===== src/rtl/checkpoint_ctrl.sv =====
// Circular-buffer allocator for rename checkpoints: save, in-order free, mispredict restore, flush.
// Optional stalled-save counter is enabled with `define CHECKPOINT_CTRL_STALL_STATS_EN.
module checkpoint_ctrl #(
    parameter  int CHECKPOINT_COUNT     = 8,
    parameter  int CHECKPOINT_THRESHOLD = 3,
    localparam int IDX_W                = $clog2(CHECKPOINT_COUNT),
    localparam int CNT_W                = IDX_W + 1
) (
    input  logic             CLK,
    input  logic             RST,
    input  logic             save_valid,
    output logic             save_ready,
    output logic [IDX_W-1:0] save_index,
    input  logic             free_valid,
    input  logic             restore_valid,
    input  logic [IDX_W-1:0] restore_index,
    input  logic             flush_valid,
    output logic [CNT_W-1:0] free_count,
    output logic             low_avail,
    output logic             illegal_err,
    output logic [15:0]      stall_count
);

    logic [IDX_W-1:0]            head_q, head_d;
    logic [IDX_W-1:0]            tail_q, tail_d;
    logic [CNT_W-1:0]            count_q, count_d;
    logic [CHECKPOINT_COUNT-1:0] valid_q, valid_d;
    logic                        err_q, err_d;
    logic                        save_fire;
    logic                        free_fire;

    // A retiring free opens a slot in the same cycle, so a full buffer can still take a save.
    assign save_ready = ((count_q < CNT_W'(CHECKPOINT_COUNT)) | free_valid)
                        & ~restore_valid & ~flush_valid;
    assign save_fire  = save_valid & save_ready;
    assign free_fire  = free_valid & (count_q != '0);
    assign save_index = tail_q;
    assign free_count = CNT_W'(CHECKPOINT_COUNT) - count_q;
    assign low_avail  = (free_count <= CNT_W'(CHECKPOINT_THRESHOLD));
    assign illegal_err = err_q;

    always_comb begin
        head_d  = head_q;
        tail_d  = tail_q;
        count_d = count_q;
        valid_d = valid_q;
        err_d   = err_q;
        if (flush_valid) begin
            head_d  = '0;
            tail_d  = '0;
            count_d = '0;
            valid_d = '0;
        end else begin
            if (free_valid && (count_q == '0)) begin
                err_d = 1'b1;
            end
            if (free_fire) begin
                valid_d[head_q] = 1'b0;
                head_d          = head_q + IDX_W'(1);
                count_d         = count_q - CNT_W'(1);
            end
            if (restore_valid) begin
                if (!valid_q[restore_index] || (free_fire && (restore_index == head_q))) begin
                    err_d = 1'b1;
                end else begin
                    // Offsets from head wrap at IDX_W bits; anything at or beyond the restored slot is dropped.
                    for (int i = 0; i < CHECKPOINT_COUNT; i++) begin
                        if ((IDX_W'(i) - head_d) >= (restore_index - head_d)) begin
                            valid_d[i] = 1'b0;
                        end
                    end
                    tail_d  = restore_index;
                    count_d = {1'b0, restore_index - head_d};
                end
            end else if (save_fire) begin
                valid_d[tail_q] = 1'b1;
                tail_d          = tail_q + IDX_W'(1);
                count_d         = count_d + CNT_W'(1);
            end
        end
    end

    always_ff @(posedge CLK) begin
        if (RST) begin
            head_q  <= '0;
            tail_q  <= '0;
            count_q <= '0;
            valid_q <= '0;
            err_q   <= 1'b0;
        end else begin
            head_q  <= head_d;
            tail_q  <= tail_d;
            count_q <= count_d;
            valid_q <= valid_d;
            err_q   <= err_d;
        end
    end

`ifdef CHECKPOINT_CTRL_STALL_STATS_EN
    logic [15:0] stall_q;

    always_ff @(posedge CLK) begin
        if (RST) begin
            stall_q <= '0;
        end else if (save_valid && !save_ready && (stall_q != 16'hFFFF)) begin
            stall_q <= stall_q + 16'd1;
        end
    end

    assign stall_count = stall_q;
`else
    assign stall_count = '0;
`endif

endmodule

===== config.mk =====
export PLATFORM = sky130hd
export DESIGN_NAME = checkpoint_ctrl
export DESIGN_NICKNAME = d
export VERILOG_FILES = /design/src/rtl/checkpoint_ctrl.sv
export SDC_FILE = /design/constraint.sdc
export NUM_CORES = 1
export LEC_CHECK = 0
export ABC_AREA = 1
export CAP_MARGIN = 25
export CORE_MARGIN = 4
export CORE_UTILIZATION = 55
export CTS_BUF_LIST = sky130_fd_sc_hd__clkbuf_8
export DETAILED_ROUTE_END_ITERATION = 8
export PLACE_DENSITY = 0.88
export SLEW_MARGIN = 20
export SYNTH_ARGS = -nofsm -noshare
export SYNTH_HDL_FRONTEND = slang
export SYNTH_SLANG_ARGS = --single-unit

===== constraint.sdc =====
create_clock -name CLK -period 6.65 [get_ports CLK]
set_clock_uncertainty 0.1 [all_clocks]
set_input_delay 0.9975 -clock CLK [delete_from_list [all_inputs] [get_ports CLK]]
set_output_delay 0.9975 -clock CLK [all_outputs]
set_load 0.05 [all_outputs]

==> impl_metrics.json, run 1 <==
{
  "cap_violations": 0,
  "grt_use_total_pct": 22.5,
  "cts_buffer_depth": 2,
  "port_buffers": 18,
  "drt_iter0_markers": 100,
  "synth_most_common_cell": "nand2_1",
  "drtPass1Iterations": 4,
  "die_w_um": 68.4,
  "seq_area_um2": 380,
  "fp-row-count": 21,
  "insertedDiodeCount": 0,
  "syn_inst": 311,
  "finalCritPeriodShare_pct": 60.3,
  "nets": 354,
  "max_freq_mhz": 249,
  "end_kind": "output port",
  "drv_slew": 0,
  "antenna_found_initial": 0,
  "pin_count": 35,
  "fin_area_um2": 2190,
  "areaGrowthSynthToFinish_pct": 9.31,
  "coreArea_um2": 3420,
  "synthFlopType": "dfxtp_1",
  "drc": 0,
  "htree_levels": 1,
  "min_period_ps": 4010,
  "rsz0062_at_grt": "false",
  "worst_slack_ps": 2640,
  "clkTransAtPathRegs_ps": 70,
  "min-delay-start": "illegal_err",
  "setup_viol": 0,
  "ctsHoldBuffers": 0,
  "ys_async_sr_fraction_pct": 0,
  "critPathMaxStageDelay_ps": 800,
  "dp_slack_ps": 2510,
  "status": "finished, final reports clean",
  "cts_root_buf": "clkbuf_8",
  "grt_overflow_total": 0,
  "tritoncts": "done",
  "antenna_left": 0,
  "gp_congestion": 1.06,
  "relSlewSlack_pct": 56.1,
  "power.leakage_nw": 1.13,
  "cts_setup_buffers": 0,
  "finalHoldViolations": 0,
  "ir_drop_v": 0.000105,
  "dieArea_um2": 4670,
  "required_ps": 5550,
  "totalWireLength_um": 4720,
  "yosysUniqueCellTypes": 38,
  "tns_ps": 0,
  "vias": 1968,
  "critPathLaunchType": "input port",
  "nFillCells": 331,
  "synth-seq-cells": 19,
  "path_class": "input port to output port",
  "hpwl_um": 3850,
  "placed_area_um2": 2140,
  "ys_top_cells_by_area": "dfxtp_1 (19%), nand2_1 (18%), ha_1 (10%)",
  "start_util_pct": 58.6,
  "min_path_type": "register to register",
  "ys_seq_area_share_pct": 19.0,
  "grt_max_degree": 12,
  "vias_per_cell": 5.28,
  "dieHeight_um": 68.4,
  "cts_sinks": 19,
  "synth_edf_count": 0,
  "path_max_fanout": 10,
  "multi_input_area_um2": 1350,
  "numCtsBuffers": 3,
  "synth_top_area_share_pct": 19.0,
  "cts_resized": 0,
  "arrival_ps": 2910,
  "avgSynthCellArea_um2": 6.44,
  "grt_pass1_vias": 1780,
  "wl_per_cell_um": 12.7,
  "critical_path.cell_chain": "clkdlybuf4s50_1, inv_2, nand3_4, clkinv_2, clkdlybuf4s50_1",
  "tightest_slew_ps": 657,
  "r2r_start": "count_q[0]",
  "synth_warnings": 0,
  "worst_path_max_delay_cell": "clkdlybuf4s50_1",
  "grt_pass1_wl_um": 7920,
  "drive_gt1_share_pct": 11.0,
  "netlist_top_cells_count": "nand2_1 (94), inv_1 (35), nor2_1 (26), dfxtp_1 (19), buf_4 (17)",
  "cp_common_cell": "clkdlybuf4s50_1",
  "startpoint": "restore_valid",
  "synth_area_um2": 2000,
  "yosysTopAreaCell": "dfxtp_1",
  "worstSkewPairLatency_ps": 260,
  "power.density_nw_per_um2": 156
}
## per-stage QoR
step,hold WS [ps],utilization (%),cells,total power (W)
global placement,362,62.8,369,0.000256
finish,373,64.1,373,0.000341
CTS,379,64.1,373,0.000343
floorplan,421,-,326,0.000235
detailed placement,370,62.8,369,0.000258
global route,400,64.1,373,0.000361
## power by group
part	switching [W]	internal, W
clock network	0.0000422	0.0000412
registers	0.00000198	0.000116
logic	0.0000978	0.0000419
## cell usage in the layout (no fill, tap or decap), types with 3 or more instances in the layout
cell type        Yosys  final
nor2_1              26     26
nand2_2              5      5
nand2_4              3      3
o211ai_1             4      4
clkbuf_8             0      3
ha_1                16     16
inv_2                8      8
clkdlybuf4s50_1      0     18
xor2_1               4      4
nand3_2              4      4
a21oi_1             16     16
o21ai_0              9      9
nand3b_1             3      3
o21ai_1              4      4
nand2_1             94     94
inv_1               35     36
dfxtp_1             19     19
nand3_1             14     14
nand4_1              5      5
conb_1               1     16
## registers in the layout, summed over array words and instances, names as in the netlist
name and flops:
count_q 4, valid_q 8, save_index 3, illegal_err 1
head_q 3
## kinds of logic after synthesis
family,count (synthesis),synth area share [%]
flops,19,19.0
other cells,1,0.187
fa+ha+maj,17,11.0
compound gates,40,11.5
buf+inv,66,16.2
xor+xnor,7,3.44
simple gates,161,38.7
## metal layers
layer	up-vias	share of wire, %	GRT usage [%]
li1	990	-	-
met1	892	43	27.4
met2	74	48	39.5
met3	12	7.2	4.43
met4	0	2.1	7.20
met5	-	0	0
## cell type report
type,instances,area share [%]
multi-input combinational,241,61.8
clock buffer,3,1.89
tap,46,2.63
sequential,19,17.4
timing repair buffer,18,8.23
inverter,45,7.89
clock inverter,1,0.171
## worst max-delay path, delay by kind of cell
kind          cells  cell delay [ps]
buf+inv           4             1770
simple gates      1              130
## path summary, 6_finish.rpt
check,to,cells past startpoint,slack (ps)
worst min register to register,illegal_err,2,370
worst max register to register,valid_q[1],15,3270
worst min-delay path,illegal_err,2,370
worst max-delay path,save_ready,5,2640
No activity file was read; power rests on OpenSTA's default activity.
==> run 2: changes to the inputs <==
--- a/config.mk
+++ b/config.mk
@@ -8,10 +8,10 @@
 export ABC_AREA = 1
 export CAP_MARGIN = 25
 export CORE_MARGIN = 4
-export CORE_UTILIZATION = 55
+export CORE_UTILIZATION = 50
 export CTS_BUF_LIST = sky130_fd_sc_hd__clkbuf_8
 export DETAILED_ROUTE_END_ITERATION = 8
-export PLACE_DENSITY = 0.88
+export PLACE_DENSITY = 0.84
 export SLEW_MARGIN = 20
 export SYNTH_ARGS = -nofsm -noshare
 export SYNTH_HDL_FRONTEND = slang
==> constraint.sdc (replaced) <==
create_clock -name CLK -period 3.4 [get_ports CLK]
set_clock_uncertainty 0.1 [all_clocks]
set_input_delay 0.51 -clock CLK [delete_from_list [all_inputs] [get_ports CLK]]
set_output_delay 0.51 -clock CLK [all_outputs]
set_load 0.05 [all_outputs]
==> impl_metrics.json, run 2 (same netlist as run 1, synthesis figures left out) <==
{
  "status": "finished, final reports clean",
  "grt_pass1_vias": 1871,
  "grt_use_total_pct": 20.6,
  "fp-row-count": 22,
  "min-delay-start": "illegal_err",
  "arrival_ps": 3230,
  "drv_slew": 0,
  "regMostFlops": "valid_q",
  "grt_overflow_total": 0,
  "power.leakage_nw": 1.20,
  "cts_buffer_depth": 2,
  "largestRegisters": "valid_q x8, count_q x4",
  "min_path_type": "register to register",
  "totalWireLength_um": 5010,
  "coreArea_um2": 3770,
  "wl_per_cell_um": 12.9,
  "reg2reg_to": "valid_q[6]",
  "largest_reg_flops": 8,
  "drtPass1Iterations": 4,
  "vias_per_cell": 5.15,
  "grt_pass1_wl_um": 8490,
  "cts_root_buf": "clkbuf_8",
  "dieHeight_um": 71.3,
  "total_power_w": 0.000698,
  "path_class": "register to register",
  "start_util_pct": 53.1,
  "areaGrowthSynthToFinish_pct": 16.1,
  "max_freq_mhz": 319,
  "insertedDiodeCount": 0,
  "dieArea_um2": 5080,
  "clkTransAtPathRegs_ps": 80,
  "pwr-share-seq_pct": 33.1,
  "path_max_fanout": 8,
  "p_int_w": 0.000410,
  "r2r_start": "count_q[0]",
  "ff2ff_path_depth": 17,
  "ff2ff_setup_slack_ps": 260,
  "p_sw_share_pct": 41.2,
  "drc": 0,
  "tightest_slew_ps": 503,
  "pwr-share-comb_pct": 43.2,
  "die_w_um": 71.3,
  "min_to": "illegal_err",
  "htree_levels": 1,
  "power.density_nw_per_um2": 300,
  "relSlewSlack_pct": 66.4,
  "vias": 2002,
  "layout_common_cells": "nand2_1 (94), inv_1 (35), nor2_1 (26), dfxtp_1 (19), clkdlybuf4s50_1 (18)",
  "numCtsBuffers": 3,
  "final_common_cell": "nand2_1",
  "pin_count": 35,
  "required_ps": 3490,
  "clockPowerShare_pct": 23.7,
  "hpwl_um": 4010,
  "antenna_found_initial": 0,
  "min_period_ps": 3140,
  "finalCritPeriodShare_pct": 92.3,
  "rsz0062_at_grt": "false",
  "finalHoldViolations": 0,
  "port_buffers": 18,
  "tritoncts": "done",
  "critPathLaunchType": "register",
  "nFillCells": 359,
  "setup_viol": 0,
  "cap_violations": 0,
  "p_sw_w": 0.000287,
  "antenna_left": 0,
  "gp_congestion": 0.972,
  "cts_sinks": 19,
  "hold-path-cell-count": 2,
  "tns_ps": 0,
  "end_kind": "register",
  "drt_iter0_markers": 112,
  "worstSkewPairLatency_ps": 260,
  "ir_drop_v": 0.000205,
  "drive_gt1_share_pct": 15.8,
  "grt_max_degree": 12,
  "nets": 368,
  "ctsHoldBuffers": 0
}
==> run 2: cell count changes in the layout (fill, tap and decap cells not counted), sizes merged <==
| cell | delta |
|---|---|
| buf | +14 |
| clkinv | +1 |
| inv | -1 |
==> run 2: area by class of cell <==
type                    instances  area, um2  area share (%)
repair buffers                 32        298            12.8
clock inverters                 1       5.00           0.215
clock buffers                   3       41.3            1.78
inverters                      45        173            7.42
multi-input cells             241       1370            58.8
well taps                      48       60.1            2.58
flip-flops and latches         19        380            16.4
==> run 2: metal layers <==
metal	track usage, %	share of wire, %
met1	27.3	42
met4	6.26	1.8
met5	0	0
met2	34.9	50
met3	2.52	6.8
==> run 2: repair_timing <==
item | in CTS | in global routing
buffers inserted | 0 | 3
endpoints found under the setup margin | 0 | 5
gates resized for setup | 0 | 5
==> run 2: through the flow <==
stage	hold slack [ps]	utilization, %	setup slack [ps]	instances	instance area (um2)
global placement	359	59.1	64.9	382	2230
detailed placement	372	59.1	22.8	382	2230
global route	400	61.7	26.7	389	2330
CTS	380	60.4	179	386	2280
floorplan	421	-	497	326	2060
finish	377	61.7	261	389	2330
==> run 2: worst max-delay path, cell delays in order, from the launching register on <==
cell and delay (ps):
dfxtp_1 370, inv_1 80, ha_2 210, nand3_2 130, nand2_4 90, nor2_1 130, inv_1 70, nand2_1 90
ha_2 220, fa_1 460, buf_4 180, ha_1 280, nand2_1 60, nand3b_1 110, a21o_1 190, nand4_1 100
nand2_1 60, a21oi_1 130
==> run 2: how the worst max path moves through the flow <==
stage                     depth (start not counted)       start          to
final                                            17  count_q[0]  valid_q[6]
after global placement                           15  free_valid  valid_q[6]
after CTS                                        18  count_q[0]  valid_q[6]
after floorplan                                  15  count_q[0]  valid_q[1]
after detailed placement                         15  free_valid  valid_q[6]
after global routing                             17  count_q[0]  valid_q[6]
==> run 2: power by group through the flow <==
stage	clock [W]	sequential, W	combinational [W]
floorplan	0	0.000243	0.000217
global placement	0	0.000236	0.000280
detailed placement	0	0.000236	0.000286
CTS	0.000167	0.000231	0.000289
global route	0.000180	0.000231	0.000332
finish	0.000166	0.000231	0.000301
==> run 3: changes to the inputs <==
==> constraint.sdc (replaced) <==
create_clock -name CLK -period 3.4 [get_ports CLK]
set_clock_uncertainty 0.1 [all_clocks]
set_input_delay 0.34 -clock CLK [delete_from_list [all_inputs] [get_ports CLK]]
set_output_delay 0.34 -clock CLK [all_outputs]
set_load 0.05 [all_outputs]
==> impl_metrics.json, run 3 (same netlist as run 1, synthesis figures left out) <==
{
  "antenna_found_initial": 0,
  "max_freq_mhz": 312,
  "ff2ff_setup_slack_ps": 190,
  "cts_buffer_depth": 2,
  "p_sw_w": 0.000276,
  "vias_per_cell": 5.24,
  "fin_area_um2": 2240,
  "startpoint": "count_q[0]",
  "largest_reg_flops": 8,
  "clockPowerShare_pct": 23.5,
  "path_class": "register to register",
  "arrival_ps": 3300,
  "cts_setup_buffers": 0,
  "ctsHoldBuffers": 0,
  "cts_sinks": 19,
  "finalCritPeriodShare_pct": 94.3,
  "drive_gt1_share_pct": 13.6,
  "drc": 0,
  "p_int_w": 0.000399,
  "grt_pass1_wl_um": 7990,
  "tns_ps": 0,
  "largestRegisters": "valid_q x8, count_q x4",
  "reg2reg_to": "valid_q[6]",
  "nFillCells": 342,
  "insertedDiodeCount": 0,
  "min-delay-start": "illegal_err",
  "min_path_type": "register to register",
  "grt_max_degree": 12,
  "fp-row-count": 22,
  "total_power_w": 0.000675,
  "areaGrowthSynthToFinish_pct": 12.0,
  "grt_overflow_total": 0,
  "rsz0062_at_grt": "false",
  "antenna_left": 0,
  "placed_area_um2": 2180,
  "regMostFlops": "valid_q",
  "die_w_um": 71.3,
  "dieHeight_um": 71.3,
  "pwr-share-seq_pct": 34.2,
  "finalHoldViolations": 0,
  "htree_levels": 1,
  "setup_viol": 0,
  "worstSkewPairLatency_ps": 260,
  "numCtsBuffers": 3,
  "final_common_cell": "nand2_1",
  "nets": 358,
  "drv_slew": 0,
  "layout_common_cells": "nand2_1 (94), inv_1 (35), nor2_1 (25), dfxtp_1 (19), clkdlybuf4s50_1 (18)",
  "clkTransAtPathRegs_ps": 70,
  "drtPass1Iterations": 5,
  "fin_util_pct": 59.5,
  "grt_pass1_vias": 1758,
  "min_period_ps": 3210,
  "grt_use_total_pct": 19.4,
  "drt_iter0_markers": 173,
  "critPathLaunchType": "register",
  "cts_resized": 0,
  "cts_root_buf": "clkbuf_8",
  "cap_violations": 0,
  "required_ps": 3490,
  "relSlewSlack_pct": 56.9,
  "end_kind": "register",
  "coreArea_um2": 3770,
  "ir_drop_v": 0.000245,
  "min_to": "illegal_err",
  "dieArea_um2": 5080,
  "p_sw_share_pct": 40.9,
  "start_util_pct": 53.1,
  "status": "finished, final reports clean",
  "r2r_start": "count_q[0]",
  "gp_congestion": 1.07,
  "power.leakage_nw": 1.14,
  "hold-path-cell-count": 2,
  "holdWs_ps": 383,
  "wl_per_cell_um": 12.6,
  "path_max_fanout": 11,
  "totalWireLength_um": 4760,
  "pin_count": 35,
  "tightest_slew_ps": 645,
  "tritoncts": "done",
  "pwr-share-comb_pct": 42.3,
  "vias": 1987,
  "hpwl_um": 3830,
  "port_buffers": 18,
  "ff2ff_path_depth": 18,
  "power.density_nw_per_um2": 301
}
run 3: power groups by stage:
stage / Sequential, W / Combinational [W] / Clock [W]
after floorplan: 0.000243 / 0.000217 / 0
after global placement: 0.000236 / 0.000272 / 0
after detailed placement: 0.000236 / 0.000278 / 0
after CTS: 0.000231 / 0.000280 / 0.000162
after global routing: 0.000232 / 0.000315 / 0.000171
final: 0.000231 / 0.000286 / 0.000159
run 3: worst max-delay path by stage:
| stage | to |
|---|---|
| 3_5_place_dp | valid_q[1] |
| 5_1_grt | valid_q[6] |
| 3_3_place_gp | valid_q[1] |
| 2_1_floorplan | valid_q[1] |
| 4_1_cts | valid_q[1] |
| 6_report | valid_q[6] |
run 3: critical path: stages, from the launching register on:
cell and delay (ps):
dfxtp_1 330, inv_1 90, ha_2 230, nand3_2 150
nand2_4 150, nor2_2 60, inv_1 100, nand2_1 130
ha_4 200, fa_2 340, inv_1 70, nand3_1 90
nand3_1 150, nand2_2 170, ha_1 340, a21o_1 180
nand4_1 70, nand2_1 70, a21oi_1 110
run 3: area by class of cell:
type                       count  area, um2  area share [%]
tap                           48       60.1            2.68
timing repair buffer          22        210            9.37
clock inverter                 1       5.00           0.223
clock buffer                   3       41.3            1.84
multi-input combinational    241       1370            61.2
sequential                    19        380            17.0
inverter                      45        173            7.70
run 3: metal layers:
metal  vias up  track usage [%]  wire (um)
li1       1000                -          -
met1       887             24.2       2040
met2        88             32.8       2270
met3        12             4.07        341
met4         0             7.31        110
met5         -                0          0
run 3: metrics by stage:
step                      cells  worst slack [ps]
after floorplan             326               497
after global placement      375               152
after detailed placement    375              25.2
after CTS                   379              44.9
after global routing        379              2.27
final                       379               192
